File: src/rtl/led7s_scan_decoder.sv
// led7s_scan_decoder: recovers hex nibbles from a multiplexed 7-segment bus with dwell filtering and staleness.
module led7s_scan_decoder #(
  parameter int N_DIGITS      = 4,
  parameter int STABLE_CYCLES = 3,
  parameter int TIMEOUT       = 1024
) (
  input  logic                  clk,
  input  logic                  rst,
  input  logic [6:0]            seg,
  input  logic [N_DIGITS-1:0]   dig_sel,
  output logic [4*N_DIGITS-1:0] digits,
  output logic [N_DIGITS-1:0]   dig_valid,
  output logic [N_DIGITS-1:0]   dig_err,
  output logic                  upd,
  output logic [2:0]            upd_idx,
  output logic                  frame_done,
  output logic                  stale
);
  localparam int TW = $clog2(TIMEOUT + 1);
  localparam logic [3:0] STB = 4'(STABLE_CYCLES);
  localparam logic [TW-1:0] TO = TW'(TIMEOUT);
  typedef enum logic [1:0] {IDLE, TRACK, CAPTURED} state_t;
  state_t              r_st;
  logic [6:0]          r_seg, r_seg_p;
  logic [N_DIGITS-1:0] r_sel, r_sel_p, r_seen;
  logic [3:0]          r_cnt, w_cnt;
  logic [TW-1:0]       r_to;
  logic                w_oh, w_chg, w_cap, w_full, w_hit, w_blank;
  logic [3:0]          w_nib;
  logic [2:0]          w_idx;
  // w_cnt is the dwell length including the sample currently held in r_seg/r_sel
  always_comb begin
    w_oh    = $onehot(r_sel);
    w_chg   = (r_sel != r_sel_p) || (r_seg != r_seg_p);
    w_cnt   = !w_oh ? 4'd0 : (w_chg || r_cnt == 4'd0) ? 4'd1 : (r_cnt == STB) ? STB : r_cnt + 4'd1;
    w_cap   = w_oh && (w_cnt == STB) && (r_st != CAPTURED || w_chg);
    w_full  = (r_seen | r_sel) == {N_DIGITS{1'b1}};
    w_blank = r_seg == 7'h00;
    w_idx   = 3'd0;
    for (int i = 0; i < N_DIGITS; i++)
      if (r_sel[i]) w_idx = w_idx | 3'(i);
  end
  always_comb begin
    w_nib = 4'h0;
    w_hit = 1'b1;
    case (r_seg)
      7'h3F: w_nib = 4'h0;
      7'h06: w_nib = 4'h1;
      7'h5B: w_nib = 4'h2;
      7'h4F: w_nib = 4'h3;
      7'h66: w_nib = 4'h4;
      7'h6D: w_nib = 4'h5;
      7'h7D: w_nib = 4'h6;
      7'h07: w_nib = 4'h7;
      7'h7F: w_nib = 4'h8;
      7'h6F: w_nib = 4'h9;
      7'h77: w_nib = 4'hA;
      7'h7C: w_nib = 4'hB;
      7'h39: w_nib = 4'hC;
      7'h5E: w_nib = 4'hD;
      7'h79: w_nib = 4'hE;
      7'h71: w_nib = 4'hF;
      default: w_hit = 1'b0;
    endcase
  end
  always_ff @(posedge clk) begin
    if (rst) begin
      r_st       <= IDLE;
      r_seg      <= '0;
      r_seg_p    <= '0;
      r_sel      <= '0;
      r_sel_p    <= '0;
      r_seen     <= '0;
      r_cnt      <= '0;
      r_to       <= '0;
      digits     <= '0;
      dig_valid  <= '0;
      dig_err    <= '0;
      upd        <= 1'b0;
      upd_idx    <= '0;
      frame_done <= 1'b0;
      stale      <= 1'b0;
    end else begin
      r_seg      <= seg;
      r_sel      <= dig_sel;
      r_seg_p    <= r_seg;
      r_sel_p    <= r_sel;
      r_cnt      <= w_cnt;
      r_st       <= !w_oh ? IDLE : w_cap ? CAPTURED : (r_st == CAPTURED && !w_chg) ? CAPTURED : TRACK;
      upd        <= w_cap;
      upd_idx    <= w_cap ? w_idx : 3'd0;
      frame_done <= w_cap && w_full;
      if (w_cap) begin
        r_to   <= '0;
        stale  <= 1'b0;
        r_seen <= w_full ? '0 : (r_seen | r_sel);
        for (int i = 0; i < N_DIGITS; i++)
          if (r_sel[i]) begin
            dig_valid[i] <= w_hit;
            dig_err[i]   <= !w_hit && !w_blank;
            if (w_hit) digits[4*i +: 4] <= w_nib;
          end
      end else if (r_to != TO) begin
        r_to <= r_to + TW'(1);
        if (r_to == TO - TW'(1)) begin
          stale     <= 1'b1;
          dig_valid <= '0;
          r_seen    <= '0;
        end
      end
    end
  end
endmodule
File: config.mk
export PLATFORM = sky130hd
export DESIGN_NAME = led7s_scan_decoder
export DESIGN_NICKNAME = d
export VERILOG_FILES = /design/src/rtl/led7s_scan_decoder.sv
export SDC_FILE = /design/constraint.sdc
export NUM_CORES = 1
export LEC_CHECK = 0
export BUFFER_PORTS_ARGS = -buffer_cell sky130_fd_sc_hd__buf_2
export CAP_MARGIN = 40
export CORE_ASPECT_RATIO = 0.75
export CORE_MARGIN = 1
export CORE_UTILIZATION = 25
export DETAILED_ROUTE_END_ITERATION = 12
export SKIP_CTS_REPAIR_TIMING = 1
export SLEW_MARGIN = 20
export SYNTH_ARGS = -nofsm -noshare
export SYNTH_HDL_FRONTEND = slang
export SYNTH_SLANG_ARGS = --single-unit
File: constraint.sdc
create_clock -name clk -period 3.95 [get_ports clk]
set_input_delay 0.5925 -clock clk [delete_from_list [all_inputs] [get_ports clk]]
set_output_delay 0.5925 -clock clk [all_outputs]
set_load 0.03 [all_outputs]
== After elaboration in Yosys (flattened, before gate mapping) ==
Cells that the tools add are included.
W data, S select, Z words.

* Add/sub/neg operators: 5
* Equal/unequal tests: 30
* Mux-type cells: 19
* Bitwise logic cells: 3
* Reduce and logical (&&, ||, !) cells: 34

{| class="wikitable"
|+ Operators by type and width
! kind !! count
|-
| $eq A7 B7 Y1 const B || 12
|-
| $pmux W4 S15 || 1
|-
| $mux W4 || 8
|-
| $reduce_and A3 Y1 || 8
|-
| $reduce_or A16 Y1 || 1
|-
| $eq A7 B3 Y1 const B || 2
|-
| $eq A7 B6 Y1 const B || 2
|-
| $reduce_and A2 Y1 || 6
|-
| $add A11 B1 Y11 const B || 1
|-
| $eq A11 B10 Y1 const B || 1
|-
| $ne A11 B11 Y1 const B || 1
|-
| $ne A2 B2 Y1 const B || 5
|-
| $eq A4 B2 Y1 const B || 2
|-
| $mux W2 || 4
|-
| $logic_not A7 Y1 || 1
|-
| $ne A7 B7 Y1 || 1
|-
| $mux W1 || 6
|-
| $reduce_or A2 Y1 || 3
|-
| $logic_and A1 B1 Y1 || 5
|-
| $add A1 B1 Y2 || 2
|-
| $add A4 B1 Y4 const B || 1
|-
| $eq A4 B4 Y1 const B || 1
|-
| $logic_not A4 Y1 || 1
|-
| $ne A4 B4 Y1 || 1
|-
| 9 further kinds || 15
|}

* Bits in registers: 73
* Input bits: 13
* Output and inout port bits: 30
* Logic and storage cells: 116

== Longest topological paths before layout ==
Gate-level depths: netlist of run 1.

* Word-level depth: 10
* Gate-level depth with buffers: 14
* Mapped depth without buffers: 11

== Least setup slack after synthesis of run 1 ==
No wires, ideal clock.

* Path kind: reg-to-reg
* From: register r_sel[0]
* To: register digits[9]
* Library setup time: 72 ps
* Arrival: 3,166 ps
* Required time: 3,878 ps
* Path slack: 712 ps
* Stages on the path, launching flop included: 14
* Buffers on the path: 2
* Period minus slack after synthesis: 3,238 ps
* Cells stage by stage: dfxtp_1 > clkbuf_1 > inv_1 > fa_1 > inv_1 > ha_1 > ha_1 > nor2_1 > nand2_1 > or4_4 > buf_6 > or3_4 > nor2_4 > mux2i_1

* Longest elaborated chain between the ends: 9
* Elaborated cells between the ends (all ways): 13
* Classes of those cells: 2 x add/sub; 3 x eq/ne; 2 x mux; 6 x reduce/logical

{| class="wikitable"
|+ Ends and longest elaborated chain
! item !! RTL line !! source
|-
| start, declared || 25 || <nowiki>logic [N_DIGITS-1:0] r_sel, r_sel_p, r_seen;</nowiki>
|-
| start signal, assigned || 85 || <nowiki>r_sel <= dig_sel;</nowiki>
|-
| branches (longest 7 deep; another with $add A2 B2 Y3) || n/a ||
|-
| $logic_and A1 B1 Y1 (*) || 36 || <nowiki>w_cap = w_oh && (w_cnt == STB) && (r_st != CAPTURED || w_chg);</nowiki>
|-
| $reduce_and A3 Y1 (no source line) (*) || n/a ||
|-
| end signal, assigned by index || 101 || <nowiki>if (w_hit) digits[4*i +: 4] <= w_nib;</nowiki>
|-
| end, declared || 11 || <nowiki>output logic [4*N_DIGITS-1:0] digits,</nowiki>
|}

Mark *: on every way between the ends.
A chain may end at the register's enable or synchronous reset.

== Worst setup path after layout of run 1 ==
* From: register r_sel[0]
* To: register digits[14]

Same word-level chain as after synthesis.

==> out/qor.yml, run 1 <==
rsz0062_at_grt: "false"
synth_nets: 389
drive_gt1_share_pct: 19.4
finalCriticalPeriod_ns: 3.11
drtPass1Iterations: 4
htree_levels: 3
finalCritPeriodShare_pct: 78.6
dieArea_um2: 13700
io_pins: 43
layout_common_cells: "72 x dfxtp_1, 41 x buf_2, 37 x nor2_1"
tightest_slew_ns: 0.763
synthArstFlopShare_pct: 0
synth_edf_count: 0
ff_latch_area_um2: 1440
grt_pass1_wl_um: 13300
yosysTopAreaCell: "dfxtp_1"
startpoint_type: "register"
routed_wl_um: 8300
cts_root_buf: "clkbuf_16"
grt_max_degree: 44
crit_path_max_fanout: 19
cts_buffers: 9
clk_latency_ns: 0.33
worstPathRequired_ns: 4.21
ys_warn_count: 0
dpl.hpwl_um: 5980
ant_nets: 0
drt_iter0_markers: 209
clock-sinks: 72
diodes: 0
area_growth_pct: 19.0
grt.total_usage_pct: 12.6
fp.coreArea_um2: 12600
place_ws_ns: 0.842
path_cells: "inv_1 > fa_1 > inv_1 > ha_1 > ha_1 > nor2_1 > nand2_1 > or4_4 > nor2_8 > and3_1 > mux2i_1"
grt_pass1_vias: 2638
skew_ns: 0.00602
fin_util_pct: 31.3
wl_per_cell_um: 14.5
slowest_stage: "or4_4"
ir_worst_vdd_v: 0.000155
via_per_inst: 4.79
maxCapViolCount: 0
layout.nets: 423
final_common_cell: "dfxtp_1"
cellPowerDensity_nw_per_um2: 442
yosysSeqAreaShare_pct: 43.6
fp.dieH_um: 102
hold_violations: 0
cts_tree: "done"
worstSetupPathType: "register to register"
relSlewSlack_pct: 48.8
synth_top_cell_area_share_pct: 43.6
clk_pin_slew_worst_paths_ns: 0.06
drc: 0
total_power_mw: 1.74
p_leak_nw: 1.60
synth_area_leaders: "dfxtp_1 44%, xor2_1 4.5%, nor2_1 4.2%, nor2b_1 3.2%, a21oi_1 3.2%"
setup_slack_ns: 0.845
setup_tns_ns: 0
final-setup-viol-count: 0
overflow: 0
antenna_found_initial: 0
design_area_um2: 3930
max_freq_mhz: 322
maxSlewViolCount: 0
multiInputGateArea_um2: 1660
syn_inst: 369
syn_area_um2: 3310
synth_cell_types: 61
io_buffers: 41
die_w_um: 135
cp.arrival_ns: 3.37
ys_ff_latch: 72
n_fill_cell: 1305
place_congestion: 0.869
cts_buffer_depth: 2
initial_core_util_pct: 26.3
rows: 35
crit_path_end_kind: "register"
critPathMaxStageDelay_ns: 0.59
status: "complete, no violations"
ys.flop_type: "dfxtp_1"
dpl_cell_area_um2: 3610
vias: 2747
holdCritPathClass: "register to register"
syn_avg_cell_area_um2: 8.96
==> registers in the layout (all words and copies together), names as in the netlist <==
signal / cells
dig_valid: 4
r_seg_p: 7
r_sel_p: 4
r_seg: 7
dig_err: 4
upd_idx: 2
r_sel: 4
digits: 16
stale: 1
r_seen: 4
frame_done: 1
upd: 1
r_to: 11
r_st: 2
r_cnt: 4
==> cell type report <==
class	count	area share [%]
Multi-Input combinational cell	258	42.2
Sequential cell	72	36.7
Timing Repair Buffer	46	6.17
Clock buffer	10	6.08
Tap cell	166	5.28
Clock inverter	6	2.10
Inverter	16	1.53
==> critical path, delay by kind of cell (launching register included) <==
kind	cells	cell delay [ns]
muxes	1	0.20
adders and majority gates	3	1.00
and+or+nand+nor	5	1.38
buffers and inverters	2	0.13
DFF	1	0.32
==> kinds of logic after synthesis <==
kind of cell	count (synthesis)	share of synthesized area [%]
adders and majority gates	7	2.88
DFF	72	43.6
and+or+nand+nor	151	25.1
xor gates and xnor gates	21	5.56
other	1	0.113
muxes	6	1.89
AOI/OAI and AO/OA	72	14.6
buffers and inverters	39	6.21
==> synth_stat cells, drive strengths merged (4+ instances only) <==
master / number
o21ai: 11
a21oi: 21
clkbuf: 12
nand2b: 6
nor2: 39
nand2: 24
xor2: 17
nor4: 6
o22ai: 4
xnor2: 4
mux2i: 4
nor2b: 18
o2bb2ai: 4
nand4: 6
buf: 11
and3: 7
dfxtp: 72
nand3: 15
nor3: 16
inv: 16
a31oi: 10
ha: 6
==> power breakdown <==
part / internal, mW / total, mW / leakage, nW / switching [mW]
sequential: 0.742 / 0.764 / 0.586 / 0.0216
clock: 0.566 / 0.866 / 0.158 / 0.300
combinational: 0.0423 / 0.107 / 0.855 / 0.0647
==> per-layer routing <==
layer | track usage, % | routed length, µm
met1 | 16.9 | 4120
met2 | 19.6 | 3690
met3 | 3.55 | 383
met4 | 4.15 | 111
met5 | 0 | 0
==> metrics by stage <==
| stage | hold WS (ns) | cells |
|---|---|---|
| floorplan | 0.454 | 369 |
| global placement | 0.445 | 558 |
| detailed placement | 0.444 | 558 |
| CTS | 0.458 | 574 |
| global route | 0.476 | 574 |
| finish | 0.457 | 574 |
==> worst paths after layout <==
| check | from | endpoint | slack, ns | cells past startpoint |
|---|---|---|---|---|
| min | digits[13] | digits[13] | 0.46 | 2 |
| min reg2reg | digits[13] | digits[13] | 0.46 | 2 |
| max | r_sel[0] | digits[14] | 0.84 | 11 |
| max reg2reg | r_sel[0] | digits[14] | 0.84 | 11 |
Power figures use the tool's default switching activity.
==> inputs of run 2 (changes only) <==
clock period = 3.05 ns   (was 3.95 ns; I/O delays follow)
==> run 2 against run 1 <==
  * Sequential power grew 30%
  * Flip-flop and latch count is the same
  * Clock skew grew 0.0011 ns
  * Global-route usage shrank 0.058 points
  * Die area is the same
  * Clock power grew 33%
  * Hold slack lost 0.12 ns
  * Register-to-register slack lost 0.76 ns
  * Combinational power grew 39%
  * Critical path type unchanged
==> out/qor.yml, run 2 (synthesized netlist as in run 1, its figures left out) <==
skew_ns: 0.00711
area_growth_pct: 22.4
crit_cells: 11
critPathMaxStageDelay_ns: 0.53
status: "complete, no violations"
layout.nets: 433
busiest_layer: "met2"
wl_per_cell_um: 14.0
startpoint_type: "register"
min_to: "r_seg[2]"
finalCriticalPeriod_ns: 2.96
ir_worst_vdd_v: 0.000305
antenna_found_initial: 0
holdPathStages: 2
gr-usage-met1_pct: 17.3
largest_reg_flops: 16
dieArea_um2: 13700
finalCritPeriodShare_pct: 97.2
rr_endpoint: "digits[9]"
tightest_slew_ns: 0.754
worstSetupPathType: "register to register"
fp.coreArea_um2: 12600
drive_gt1_share_pct: 23.0
design_area_um2: 4050
dpl_cell_area_um2: 3640
grt_pass1_vias: 2657
crit_path_max_fanout: 7
io_pins: 43
relSlewSlack_pct: 49.4
cts_buffers: 9
drc: 0
slowest_stage: "fa_1"
drtPass1Iterations: 5
hold_violations: 0
final-setup-viol-count: 0
initial_core_util_pct: 26.3
io_buffers: 41
overflow: 0
cp.arrival_ns: 3.22
maxSlewViolCount: 0
cts_tree: "done"
hold_start: "seg[2]"
fp.dieH_um: 102
die_w_um: 135
p_leak_nw: 1.64
vias: 2787
diodes: 0
path_cells: "inv_2 > fa_1 > inv_1 > ha_2 > ha_4 > nor2_4 > nand2_1 > or4_4 > or3_4 > nor2_4 > mux2i_1"
final_common_cell: "dfxtp_1"
via_per_inst: 4.77
cts_buffer_depth: 2
grt_use_met2_pct: 19.4
place_congestion: 0.852
routed_wl_um: 8210
drt_iter0_markers: 175
cts_root_buf: "clkbuf_16"
rows: 35
r2r_setup_slack_ns: 0.09
maxCapViolCount: 0
cp_num_buf_inv: 2
max_freq_mhz: 337
cellPowerDensity_nw_per_um2: 565
reg_top3: "digits: 16 flops, r_to: 11 flops"
htree_levels: 3
holdCritPathClass: "input port to register"
clock-sinks: 72
grt_pass1_wl_um: 13500
grt.total_usage_pct: 12.6
crit_path_end_kind: "register"
r2r_cells: 11
regMostFlops: "digits"
ant_nets: 0
reg2reg_from: "r_sel[1]"
layout_common_cells: "70 x dfxtp_1, 41 x buf_2, 36 x nor2_1"
crit_path_frequent_cell: "nor2_4"
clk_pin_slew_worst_paths_ns: 0.06
met3_usage_pct: 3.35
dpl.hpwl_um: 5830
cpLargestDelayFamily: "simple AND/OR/NAND/NOR gates"
whs_ns: 0.339
clk_latency_ns: 0.33
worstPathRequired_ns: 3.31
grt_max_degree: 24
-- run 2: cell count changes in the layout (fill, tap and decap cells not counted), moves of 2 or more --
| cell | previous run | this run |
|---|---|---|
| buf_4 | 5 | 14 |
| clkinv_2 | 3 | 0 |
| dfxtp_1 | 72 | 70 |
| dfxtp_2 | 0 | 2 |
| ha_1 | 6 | 4 |
| nor2_4 | 1 | 3 |
-- run 2: final cells by class --
cell class | count | area [µm²]
Timing Repair Buffer | 55 | 310
Clock inverter | 7 | 104
Clock buffer | 9 | 225
Tap cell | 166 | 208
Inverter | 16 | 60.1
Fill cell | 1295 | 8520
Multi-Input combinational cell | 259 | 1690
Sequential cell | 72 | 1440
-- run 2: layer usage --
| metal | wire [µm] | vias to the layer above |
|---|---|---|
| li1 | - | 1388 |
| met1 | 4080 | 1301 |
| met2 | 3570 | 91 |
| met3 | 471 | 7 |
| met4 | 85 | 0 |
| met5 | 0 | - |
-- run 2: power by group --
group          total (mW)  leakage [nW]  internal (mW)  switching, mW
clock                1.15         0.154          0.726          0.421
sequential          0.990         0.586          0.961         0.0283
combinational       0.149         0.896         0.0638         0.0853
total                2.29          1.64           1.75          0.534
-- run 2: stage by stage --
stage	setup TNS, ns	std cells	util (%)	power (mW)	setup slack, ns
after floorplan	0	369	-	1.11	0.0214
after global placement	0	562	29.0	1.14	0.108
after detailed placement	0	562	29.0	1.15	0.0303
after CTS	0	578	31.6	2.29	0.0282
after global routing	-0.0305	584	32.2	2.36	-0.0305
final	0	584	32.2	2.29	0.0862
-- run 2: how the worst max path moves through the flow --
stage	slack [ns]	to	from
after global placement	0.11	digits[9]	r_sel[0]
final	0.09	digits[9]	r_sel[1]
after floorplan	0.02	digits[9]	r_sel[0]
after global routing	-0.03	digits[9]	r_sel[1]
after detailed placement	0.03	digits[13]	r_sel[0]
after CTS	0.03	digits[13]	r_sel[0]
==> inputs of run 3 (changes only) <==
ABC_AREA = 1   (was not set)
==> run 3 against run 2 <==
  * Critical path depth grew 6
  * Largest cell class unchanged
  * Global-route usage shrank 0.55 points
  * Largest power group unchanged
  * Critical path type unchanged
  * Critical endpoint is now digits[0]
  * Worst setup slack gained 0.14 ns
==> out/qor.yml, run 3 <==
maxSlewViolCount: 0
worstSetupPathType: "register to register"
syn_area_um2: 3570
htree_levels: 3
r2r_setup_slack_ns: 0.22
grt_pass1_vias: 2810
diodes: 0
setup_tns_ns: 0
slowest_stage: "fa_1"
synth_area_leaders: "dfxtp_1 40%, nand2_1 13%, nor2_1 8.0%, inv_1 7.9%, nand3_1 3.4%"
synth_most_common_cell: "nand2_1"
ys_warn_count: 0
finalCritPeriodShare_pct: 92.7
status: "complete, no violations"
grt_pass1_wl_um: 13800
tightest_slew_ns: 0.532
place_congestion: 0.851
layout.nets: 579
layout_common_cells: "125 x nand2_1, 75 x inv_1, 73 x nor2_1"
drive_gt1_share_pct: 20.7
synthArstFlopShare_pct: 0
io_pins: 43
max_freq_mhz: 354
hold_violations: 0
rsz0062_at_grt: "false"
synthTopCellsByCount: "125 x nand2_1, 76 x nor2_1, 75 x inv_1, 72 x dfxtp_1, 24 x nand3_1"
dpl_cell_area_um2: 3950
yosysTopAreaCell: "dfxtp_1"
startpoint_type: "register"
initial_core_util_pct: 25.8
ys.flop_type: "dfxtp_1"
rows: 37
grt.total_usage_pct: 12.0
final-setup-viol-count: 0
synth_edf_count: 0
regMostFlops: "digits"
syn_inst: 510
cellPowerDensity_nw_per_um2: 544
drt_iter0_markers: 281
crit_path_frequent_cell: "inv_1"
synth_top_cell_area_share_pct: 40.3
ys_ff_latch: 72
clk_latency_ns: 0.33
dieArea_um2: 14800
dpl.hpwl_um: 6360
holdCritPathClass: "input port to register"
fp.coreArea_um2: 13800
wl_per_cell_um: 11.4
drc: 0
clock-sinks: 72
skew_ns: 0.00746
worstPathRequired_ns: 3.32
area_growth_pct: 21.6
vias: 3154
final_common_cell: "nand2_1"
largest_reg_flops: 16
maxCapViolCount: 0
p_leak_nw: 2.02
overflow: 0
whs_ns: 0.323
ant_nets: 0
grt_max_degree: 32
cts_buffers: 9
syn_avg_cell_area_um2: 7.01
finalCriticalPeriod_ns: 2.83
relSlewSlack_pct: 64.3
crit_path_max_fanout: 5
reg_top3: "digits: 16 flops, r_to: 11 flops"
cts_buffer_depth: 2
cts_root_buf: "clkbuf_16"
synth_nets: 530
cts_tree: "done"
routed_wl_um: 8400
crit_path_end_kind: "register"
fp.dieH_um: 106
io_buffers: 41
yosysSeqAreaShare_pct: 40.3
cp.arrival_ns: 3.10
clk_pin_slew_worst_paths_ns: 0.06
ir_worst_vdd_v: 0.000317
critPathMaxStageDelay_ns: 0.50
path_cells: "inv_4 > fa_1 > inv_1 > ha_1 > ha_1 > inv_1 > nand2_1 > nor2_2 > inv_1 > a21oi_2 > nand4_1 > nor2_4 > buf_4 > nand4_4 > nand2_1 > inv_1 > nor2_1"
synth_cell_types: 36
drtPass1Iterations: 5
antenna_found_initial: 0
via_per_inst: 4.27
die_w_um: 140
design_area_um2: 4350
-- run 3: cells by family after synthesis --
family | share of synthesized area, %
other | 0.105
buffers and inverters | 12.5
DFF | 40.3
xor gates and xnor gates | 2.21
adders and majority gates | 2.66
AOI/OAI and AO/OA | 4.83
and+or+nand+nor | 37.3
-- run 3: path summary, 6_finish.rpt --
check | start | to | cells after the start
setup / recovery | r_sel[1] | digits[0] | 17
hold / removal | seg[5] | r_seg[5] | 3
setup reg to reg | r_sel[1] | digits[0] | 17
hold reg to reg | stale | stale | 2
-- run 3: stage by stage --
stage	setup WS (ns)	instances	total power, mW	utilization (%)
CTS	0.0481	734	2.39	31.0
global placement	0.179	718	1.17	28.5
global route	0.000321	739	2.46	31.4
floorplan	0.242	510	1.13	-
finish	0.223	739	2.37	31.4
detailed placement	0.0940	718	1.17	28.5
-- run 3: final cells by class --
| cell class | count | area, µm² |
|---|---|---|
| multi-input combinational | 332 | 1700 |
| tap | 175 | 219 |
| fill | 1468 | 9500 |
| clock buffer | 9 | 225 |
| clock inverter | 7 | 120 |
| inverter | 90 | 340 |
| timing repair buffer | 54 | 300 |
| sequential | 72 | 1440 |
-- run 3: metal layers --
metal	share of wire, %	GRT usage, %	vias up	wire [µm]
met5	0	0	-	0
met4	1.6	4.47	0	136
met3	6.1	3.13	13	509
met2	40	16.9	82	3320
met1	53	17.4	1380	4430
li1	-	-	1679	-
-- run 3: critical path: cells and delay by family (launching register included) --
kind,cells,cell delay [ns]
adder cells (fa/ha/maj),3,0.94
AND/OR/NAND/NOR,7,0.87
buffers and inverters,6,0.43
flip-flops,1,0.38
AO/OA/AOI/OAI,1,0.14
-- run 3: power breakdown --
part           internal [mW]  leakage [nW]  switching [mW]  total, mW
sequential             0.961         0.586          0.0195      0.981
clock                  0.800         0.166           0.411       1.21
combinational         0.0586          1.27           0.115      0.174
total                   1.82          2.02           0.546       2.37
